[src/rtl/fetch_unit_pkg.sv]
// Shared encodings for the fetch stage: decoder branch kinds, the default halt word and FSM states.
package fetch_unit_pkg;

  localparam logic [1:0] BrNoJump = 2'b00;
  localparam logic [1:0] BrBeq    = 2'b01;
  localparam logic [1:0] BrBlt    = 2'b10;

  localparam logic [31:0] HaltWordDefault = 32'h0000_0000;

  typedef enum logic [0:0] {
    StRun,
    StHalt
  } fetch_state_t;

endpackage

[src/rtl/fetch_unit_if.sv]
// Fetch-stage bus: decoder branch request, ALU flags, instruction memory port and decoder output.
interface fetch_unit_if #(
  parameter int unsigned PC_WIDTH = 8
);

  logic                stall;
  logic [1:0]          branch;
  logic                branch_direction;
  logic [4:0]          branch_offset;
  logic                alu_zero;
  logic                alu_negative;
  logic [PC_WIDTH-1:0] imem_addr;
  logic [31:0]         imem_data;
  logic [31:0]         inst;
  logic [PC_WIDTH-1:0] inst_pc;
  logic                inst_valid;
  logic                halted;

  modport master (
    input  stall, branch, branch_direction, branch_offset, alu_zero, alu_negative, imem_data,
    output imem_addr, inst, inst_pc, inst_valid, halted
  );

  modport slave (
    output stall, branch, branch_direction, branch_offset, alu_zero, alu_negative, imem_data,
    input  imem_addr, inst, inst_pc, inst_valid, halted
  );

endinterface

[src/rtl/fetch_unit_branch_resolver.sv]
// Combinational branch resolution: decides whether the decoder's branch is taken and its target.
module fetch_unit_branch_resolver
  import fetch_unit_pkg::*;
#(
  parameter int unsigned PC_WIDTH = 8
) (
  input  logic [1:0]          branch,
  input  logic                direction,
  input  logic [4:0]          offset,
  input  logic                alu_zero,
  input  logic                alu_negative,
  input  logic                inst_valid,
  input  logic [PC_WIDTH-1:0] inst_pc,
  output logic                taken,
  output logic [PC_WIDTH-1:0] target
);

  logic [PC_WIDTH-1:0] offset_ext;

  always_comb begin
    offset_ext = PC_WIDTH'(offset);
    // A squashed slot carries stale fields, so it must never redirect.
    taken  = inst_valid & (((branch == BrBeq) & alu_zero) | ((branch == BrBlt) & alu_negative));
    target = direction ? (inst_pc - offset_ext) : (inst_pc + offset_ext);
  end

endmodule

[src/rtl/fetch_unit.sv]
// Instruction-fetch stage: owns the PC, registers instruction and PC for the decoder,
// redirects on taken branches and stops on the halt word.
module fetch_unit
  import fetch_unit_pkg::*;
#(
  parameter int unsigned PC_WIDTH  = 8,
  parameter logic [31:0] HALT_WORD = HaltWordDefault
) (
  input logic          clk,
  input logic          reset,
  fetch_unit_if.master bus
);

  fetch_state_t        state_q;
  logic [PC_WIDTH-1:0] pc_q;
  logic [31:0]         inst_q;
  logic [PC_WIDTH-1:0] inst_pc_q;
  logic                inst_valid_q;
  logic                halted_q;

  logic                taken;
  logic [PC_WIDTH-1:0] target;

  fetch_unit_branch_resolver #(
    .PC_WIDTH(PC_WIDTH)
  ) u_branch_resolver (
    .branch      (bus.branch),
    .direction   (bus.branch_direction),
    .offset      (bus.branch_offset),
    .alu_zero    (bus.alu_zero),
    .alu_negative(bus.alu_negative),
    .inst_valid  (inst_valid_q),
    .inst_pc     (inst_pc_q),
    .taken       (taken),
    .target      (target)
  );

  always_ff @(posedge clk) begin
    if (reset) begin
      state_q      <= StRun;
      pc_q         <= '0;
      inst_q       <= '0;
      inst_pc_q    <= '0;
      inst_valid_q <= 1'b0;
      halted_q     <= 1'b0;
    end else if (!bus.stall) begin
      unique case (state_q)
        StRun: begin
          // Branch resolution has priority over a halt word on the wrong path.
          if (taken) begin
            pc_q         <= target;
            inst_valid_q <= 1'b0;
          end else if (bus.imem_data == HALT_WORD) begin
            state_q      <= StHalt;
            halted_q     <= 1'b1;
            inst_valid_q <= 1'b0;
          end else begin
            inst_q       <= bus.imem_data;
            inst_pc_q    <= pc_q;
            inst_valid_q <= 1'b1;
            pc_q         <= pc_q + {{(PC_WIDTH-1){1'b0}}, 1'b1};
          end
        end
        StHalt: begin
          inst_valid_q <= 1'b0;
        end
        default: begin
          state_q <= StRun;
        end
      endcase
    end
  end

  assign bus.imem_addr  = pc_q;
  assign bus.inst       = inst_q;
  assign bus.inst_pc    = inst_pc_q;
  assign bus.inst_valid = inst_valid_q;
  assign bus.halted     = halted_q;

endmodule

[src/flat_wrapper.sv]
// flat-port wrapper written by rule: the top's interface ports become plain ports
module fetch_unit_flat import fetch_unit_pkg::*;
#(
  parameter int unsigned PC_WIDTH  = 8,
  parameter logic [31:0] HALT_WORD = HaltWordDefault
)
  (clk, reset, bus_stall, bus_branch, bus_branch_direction, bus_branch_offset, bus_alu_zero, bus_alu_negative, bus_imem_data, bus_imem_addr, bus_inst, bus_inst_pc, bus_inst_valid, bus_halted);
  fetch_unit_if #(.PC_WIDTH(PC_WIDTH)) bus_i ();
  input logic clk;
  input logic reset;
  input wire logic [$bits(bus_i.stall)-1:0] bus_stall;
  input wire logic [$bits(bus_i.branch)-1:0] bus_branch;
  input wire logic [$bits(bus_i.branch_direction)-1:0] bus_branch_direction;
  input wire logic [$bits(bus_i.branch_offset)-1:0] bus_branch_offset;
  input wire logic [$bits(bus_i.alu_zero)-1:0] bus_alu_zero;
  input wire logic [$bits(bus_i.alu_negative)-1:0] bus_alu_negative;
  input wire logic [$bits(bus_i.imem_data)-1:0] bus_imem_data;
  output wire logic [$bits(bus_i.imem_addr)-1:0] bus_imem_addr;
  output wire logic [$bits(bus_i.inst)-1:0] bus_inst;
  output wire logic [$bits(bus_i.inst_pc)-1:0] bus_inst_pc;
  output wire logic [$bits(bus_i.inst_valid)-1:0] bus_inst_valid;
  output wire logic [$bits(bus_i.halted)-1:0] bus_halted;
  assign bus_i.stall = bus_stall;
  assign bus_i.branch = bus_branch;
  assign bus_i.branch_direction = bus_branch_direction;
  assign bus_i.branch_offset = bus_branch_offset;
  assign bus_i.alu_zero = bus_alu_zero;
  assign bus_i.alu_negative = bus_alu_negative;
  assign bus_i.imem_data = bus_imem_data;
  assign bus_imem_addr = bus_i.imem_addr;
  assign bus_inst = bus_i.inst;
  assign bus_inst_pc = bus_i.inst_pc;
  assign bus_inst_valid = bus_i.inst_valid;
  assign bus_halted = bus_i.halted;
  fetch_unit #(.PC_WIDTH(PC_WIDTH), .HALT_WORD(HALT_WORD)) u_core (.clk(clk), .reset(reset), .bus(bus_i));
endmodule
[config.mk]
export PLATFORM = sky130hd
export DESIGN_NAME = fetch_unit_flat
export DESIGN_NICKNAME = d
export VERILOG_FILES = /design/src/rtl/fetch_unit_pkg.sv /design/src/rtl/fetch_unit_if.sv /design/src/rtl/fetch_unit_branch_resolver.sv /design/src/rtl/fetch_unit.sv /design/src/flat_wrapper.sv
export SDC_FILE = /design/constraint.sdc
export NUM_CORES = 1
export LEC_CHECK = 0
export CAP_MARGIN = 20
export CORE_MARGIN = 2
export CORE_UTILIZATION = 41
export CTS_BUF_LIST = sky130_fd_sc_hd__clkbuf_2 sky130_fd_sc_hd__clkbuf_4 sky130_fd_sc_hd__clkbuf_8
export CTS_CLUSTER_DIAMETER = 200
export DETAILED_ROUTE_END_ITERATION = 8
export GPL_ROUTABILITY_DRIVEN = 0
export GPL_TIMING_DRIVEN = 0
export PLACE_DENSITY = 0.75
export SYNTH_ARGS = -nofsm -noshare
export SYNTH_HDL_FRONTEND = slang
export SYNTH_SLANG_ARGS = --single-unit
[constraint.sdc]
create_clock -name clk -period 2 [get_ports clk]
set_clock_uncertainty 0.05 [all_clocks]
set_input_delay 0.2 -clock clk [delete_from_list [all_inputs] [get_ports clk]]
set_output_delay 0.2 -clock clk [all_outputs]
set_load 0.01 [all_outputs]
# ---- Word-level counts from Yosys, hierarchy flattened
# Cells that the tools add are included.
dict set report totals {
  ff_bits 51
  out_inout_bits 50
  inputBits 45
  elab_cells 33
}
dict set report op_classes {
  mux 9
  add_sub_neg 3
  reduce_logical 4
  n_bitwise 8
  eq_ne 3
}
# operator count
set op_table {}
lappend op_table {{zero test 32 bit} 1}
lappend op_table {{two-way mux 8 bit} 3}
lappend op_table {{adder 8 x 1 -> 8 bit, second input constant} 1}
lappend op_table {{adder 8 x 5 -> 8 bit} 1}
lappend op_table {{AND reduction 4 bit} 2}
lappend op_table {{subtractor 8 x 5 -> 8 bit} 1}
lappend op_table {{two-way mux 1 bit} 5}
lappend op_table {{NOT 1 bit} 4}
lappend op_table {{bitwise AND 1 bit} 3}
lappend op_table {{AND reduction 3 bit} 1}
lappend op_table {{== test 2 x 1 -> 1 bit, second input constant} 1}
lappend op_table {{== test 2 bit, second input constant} 1}
lappend op_table {{!= test 2 x 1 -> 1 bit, second input constant} 1}
lappend op_table {{one-hot mux 1 bit (2 select lines)} 1}
lappend op_table {{OR 1 bit} 1}

# ---- Logic depth before layout (Yosys ltp)
dict set report logic_depth {
  word_depth 6
  mapped_depth 11
}

# ---- Hierarchy
# From an unflattened synthesis, not the netlist that was laid out.
dict set report unflattened {
  hier_cells 328
  hier_area_um2 2618.8
}
# module cells_each area_per_inst_um2 seq_area_each_um2 n_inst
set by_module_without_submodules {}
lappend by_module_without_submodules {fetch_unit 275 2210.9 1021.0 1}
lappend by_module_without_submodules {fetch_unit_branch_resolver 53 407.9 0.0 1}

# ---- Least setup slack after synthesis
# Ideal clock, no wire load.
dict set report synth_path {
  path_type {input-to-reg}
  from {input port bus_branch_offset[0]}
  to {register u_core.pc_q[6], in the netlist u_core.bus.imem_addr[6]}
  required_ps 1858
  arrival_time_ps 1852
  cell_stages 10
  setup_time_ps 92
  slack_ps 6
  path_cell_list {inv_1 -> ha_1 -> mux2i_1 -> fa_1 -> a21oi_1 -> o21ai_0 -> a21oi_1 -> xnor2_1 -> a21oi_1 -> o32ai_1}
}
dict set report synth_via {
  elab_chain_cells 3
}
# item line_no
set synth_lines {}
lappend synth_lines {{from (decl)} flat_wrapper.sv:14} ;# input wire logic [$bits(bus_i.branch_offset)-1:0] bus_branch_offset;
lappend synth_lines {{adder 8 x 5 -> 8 bit or subtractor 8 x 5 -> 8 bit (tied branches)} fetch_unit_branch_resolver.sv:24} ;# target = direction ? (inst_pc - offset_ext) : (inst_pc + offset_ext);
lappend synth_lines {{two-way mux 8 bit (*)} fetch_unit_branch_resolver.sv:24}
lappend synth_lines {{two-way mux 8 bit (*)} fetch_unit.sv:50} ;# if (taken) begin
lappend synth_lines {{to (signal assigned)} fetch_unit.sv:51} ;# pc_q <= target;
lappend synth_lines {{to (signal assigned)} fetch_unit.sv:61} ;# pc_q <= pc_q + {{(PC_WIDTH-1){1'b0}}, 1'b1};
lappend synth_lines {{to (decl)} fetch_unit.sv:15} ;# logic [PC_WIDTH-1:0] pc_q;
# Mark *: on every way between the ends. The rest lies on a longest branch, timed or not.
# A chain may end at the register's enable or synchronous reset.

# ---- Final worst setup path
dict set report layout_path {
  from {register u_core.inst_pc_q[0], in the netlist u_core.bus.inst_pc[0]}
  to {register u_core.pc_q[6], in the netlist u_core.bus.imem_addr[6]}
}
dict set report layout_via {
  elab_chain_cells 3
}
# item line_no
set layout_lines {}
lappend layout_lines {{from (decl)} fetch_unit.sv:17} ;# logic [PC_WIDTH-1:0] inst_pc_q;
lappend layout_lines {{from (signal assigned)} fetch_unit.sv:59} ;# inst_pc_q <= pc_q;
lappend layout_lines {{adder 8 x 5 -> 8 bit or subtractor 8 x 5 -> 8 bit (tied branches)} fetch_unit_branch_resolver.sv:24}
lappend layout_lines {{two-way mux 8 bit (*)} fetch_unit_branch_resolver.sv:24}
lappend layout_lines {{two-way mux 8 bit (*)} fetch_unit.sv:50}
# Marked as above.

==> results.md <==
- CP Launch Type: flop
- Pint: approximately 0.0018 W
- Crit end category: flop
- Synthesized area per cell: between 7 and 8 µm²
- Syn Std Cell Area: around 0.0025 mm²
- Die Y: 82.4 µm
- Initial antenna violation count: 0
- Nets: 485
- CP max stage delay: 360 ps
- Clock Latency Late Sink: 310 ps
- Synth warn: 0
- Cells after Synth: 320
- Layout area overhead: 54.3%
- Synth cell types: 42
- Final setup fails: 1
- Largest net degree at the start of global routing: 17
- Unrepaired setup endpoints after global routing: true
- Vias in the first global route: 2374
- Fin. max-slew vios: 0
- Vias per cell: 5.19
- Fin. Hold Viols: 0
- Core footprint: between 0.005 and 0.006 mm²
- Failing checks: negative setup slack
- Vias: 2622
- Worst Max-Slew Pin Slew: between 500 and 600 ps
- CP arrival: 2190 ps
- Initial Util: 42.5%
- Pre-antenna DRT Iters: 4
- Power, Total: 0.00241 W
- Design area: 0.00388 mm²
- DP Worst Slack: -858 ps
- Peak VDD IR: 0.000327 V
- I/O Pins: 95
- Die width: roughly 82 µm
- Post-synth EDFFs: 0
- H-tree Lvls: 2
- First-pass GRT wire length: 11100 µm
- 1st-iter DRT viols: 112
- Antenna Violating Nets Remaining: 0
- Top-area cell type share of the netlist area: 40.6%
- Clock network fraction of total power: between 30 and 40%
- Combinational fraction of design power: 22.4%
- MaxCap Viol Count: 0
- Worst-path fanout max: 3
- DRC violation count after routing: 0
- Async SR Flop Fraction: 0%
- I/O Buffers: 93
- Worst setup margin: -15.9 ps
- Clock-pin slew on the worst setup and hold paths: 100 ps
- CP Class: flop to flop
- Die area: 0.00678 mm²
- CTS root buf: clkbuf_8
- Register area share after synthesis: 40.6%
- Worst Hold Class: input pin to flop
- Fill count: 486
- Slowest-stage cell, CP: fa_2
- Top FF cell, synth: dfxtp_1
- CTS Buffer Depth: 2
- CTS buffer count: 5
- Mapped Nets: 376
- Buf/Inv on CP: 2
- Layout cells sized above 1: 14.9%
- Relative slew slack: 64.0%
- Synth Register Bits: 51
- Final HPWL DP: 5120 µm
- Power Dens Cells: 621 mW/mm²
- Commonest non-fill, non-tap cell in the layout: nand2_1
- Reg power frac: 45.6%
- CP Cell Sequence: inv_2 > ha_4 > inv_2 > fa_2 > a21oi_2 > o21ai_1 > a21oi_1 > xnor2_1 > a21oi_1 > o32ai_1
- Wirelength per Cell: 14.5 µm
- Sw Share: 26.9%
- Overflow after GRT: 0
- TritonCTS clock tree: done
- CTS Sinks: between 50 and 60
- Final Util: about two thirds
- Antenna Cells: 0
- Final period util: 101%
- P_leak: 1.52 nW
- Most frequent cells in the layout: 89 x nand2_1, 78 x clkdlybuf4s50_1, 53 x a21oi_1, 50 x dfxtp_1, 13 x nor2_1
- Area after DPL: between 0.003 and 0.004 mm²
- Tot GR Track Use: a little over a fifth
- CP top delay family: compound AO/OA/AOI/OAI gates
- Critical Path RT: 2170 ps
- Largest cells by area after synthesis: dfxtp_1 41%, nand2_1 13%, a21oi_1 11%, ha_1 5.0%, buf_6 3.1%
- Rows: 28
- Max frequency: 496 MHz
- Fin crit period: 2020 ps
- Psw: 0.000649 W
- Largest area contributor in the netlist: dfxtp_1
- Outcome: finished with violations
- WL final: 7330 µm
flip-flops by register name, summed over array words and instances, names as in the netlist:
register and count:
u_core.bus.halted 1, u_core.state_q 1, u_core.bus.inst 32, u_core.bus.inst_pc 8
u_core.bus.imem_addr 8, u_core.bus.inst_valid 1
path summary, 6_finish.rpt:
kind	from	to	slack [ps]	depth (start not counted)
max reg2reg	u_core.bus.inst_pc[0]	u_core.bus.imem_addr[6]	-20	10
min	bus_imem_data[5]	u_core.bus.inst[5]	130	3
max	u_core.bus.inst_pc[0]	u_core.bus.imem_addr[6]	-20	10
min reg2reg	u_core.bus.inst[19]	u_core.bus.inst[19]	410	2
power groups by stage:
stage / Sequential (W) / Clock, W / Combinational (W)
floorplan: 0.00114 / 0 / 0.000208
global placement: 0.00112 / 0 / 0.000474
detailed placement: 0.00112 / 0 / 0.000482
CTS: 0.00110 / 0.000792 / 0.000511
global route: 0.00111 / 0.000820 / 0.000586
finish: 0.00110 / 0.000771 / 0.000541
layer usage:
layer	global-route usage [%]	part of all wire (%)	routed length, µm	vias up
li1	-	-	-	1312
met1	27.8	44	3230	1205
met2	34.8	47	3460	93
met3	4.46	6.8	496	12
met4	8.17	1.8	135	0
met5	0	0	0	-
cells in the mapped netlist, types with 2 or more instances:
| cell type | instances |
|---|---|
| nor4_1 | 9 |
| nor2_1 | 14 |
| xnor2_1 | 7 |
| a21oi_2 | 2 |
| and3_1 | 2 |
| ha_1 | 10 |
| nand2b_1 | 3 |
| buf_6 | 7 |
| nor3b_1 | 2 |
| o32ai_1 | 3 |
| xor2_1 | 3 |
| nand4_1 | 2 |
| buf_2 | 4 |
| a21oi_1 | 57 |
| o21ai_1 | 3 |
| o21ai_0 | 3 |
| clkbuf_1 | 6 |
| nand2_1 | 89 |
| dfxtp_1 | 51 |
| or2_2 | 4 |
| nor2b_1 | 2 |
| inv_1 | 5 |
| o21bai_1 | 2 |
| nand3_1 | 3 |
| nor3_1 | 7 |
| a31oi_1 | 3 |
| mux2i_1 | 2 |
logic make-up after synthesis:
logic type                 share of synthesized area [%]
AOI/OAI and AO/OA                                   18.4
xor gates and xnor gates                            3.48
adders and majority gates                           5.77
buffers and inverters                               6.01
DFF                                                 40.6
muxes                                              0.795
and+or+nand+nor                                     25.0
metrics by stage:
stage	TNS, ps	hold slack, ps	instances
after global placement	-18580	392	488
after detailed placement	-18570	397	488
after global routing	-284	142	505
after floorplan	0	286	320
final	-15.9	129	505
after CTS	0	344	500
what timing repair did:
item / in CTS / in global routing
endpoints found under the setup margin: 19 / 48
gates resized for setup: 27 / 30
hold buffers: 0 / 0
gates cloned: 0 / 1
hold endpoints to repair: 0 / 0
pin swaps: 14 / 26
setup buffers: 4 / 4
worst min-delay path: stages:
cell	delay [ps]
dlymetal6s2s_1	140
nand2_1	60
a21oi_1	50
layout make-up:
cell class	instances	area [µm²]	area share [%]
plain buffers	19	141	3.64
clock inverters	2	38.8	0.999
clock buffers	6	82.6	2.13
inverters	5	18.8	0.483
well taps	75	93.8	2.42
flip-flops and latches	51	1020	26.3
repair buffers	102	1010	25.9
multi-input cells	245	1480	38.1
Power figures use the tool's default switching activity.
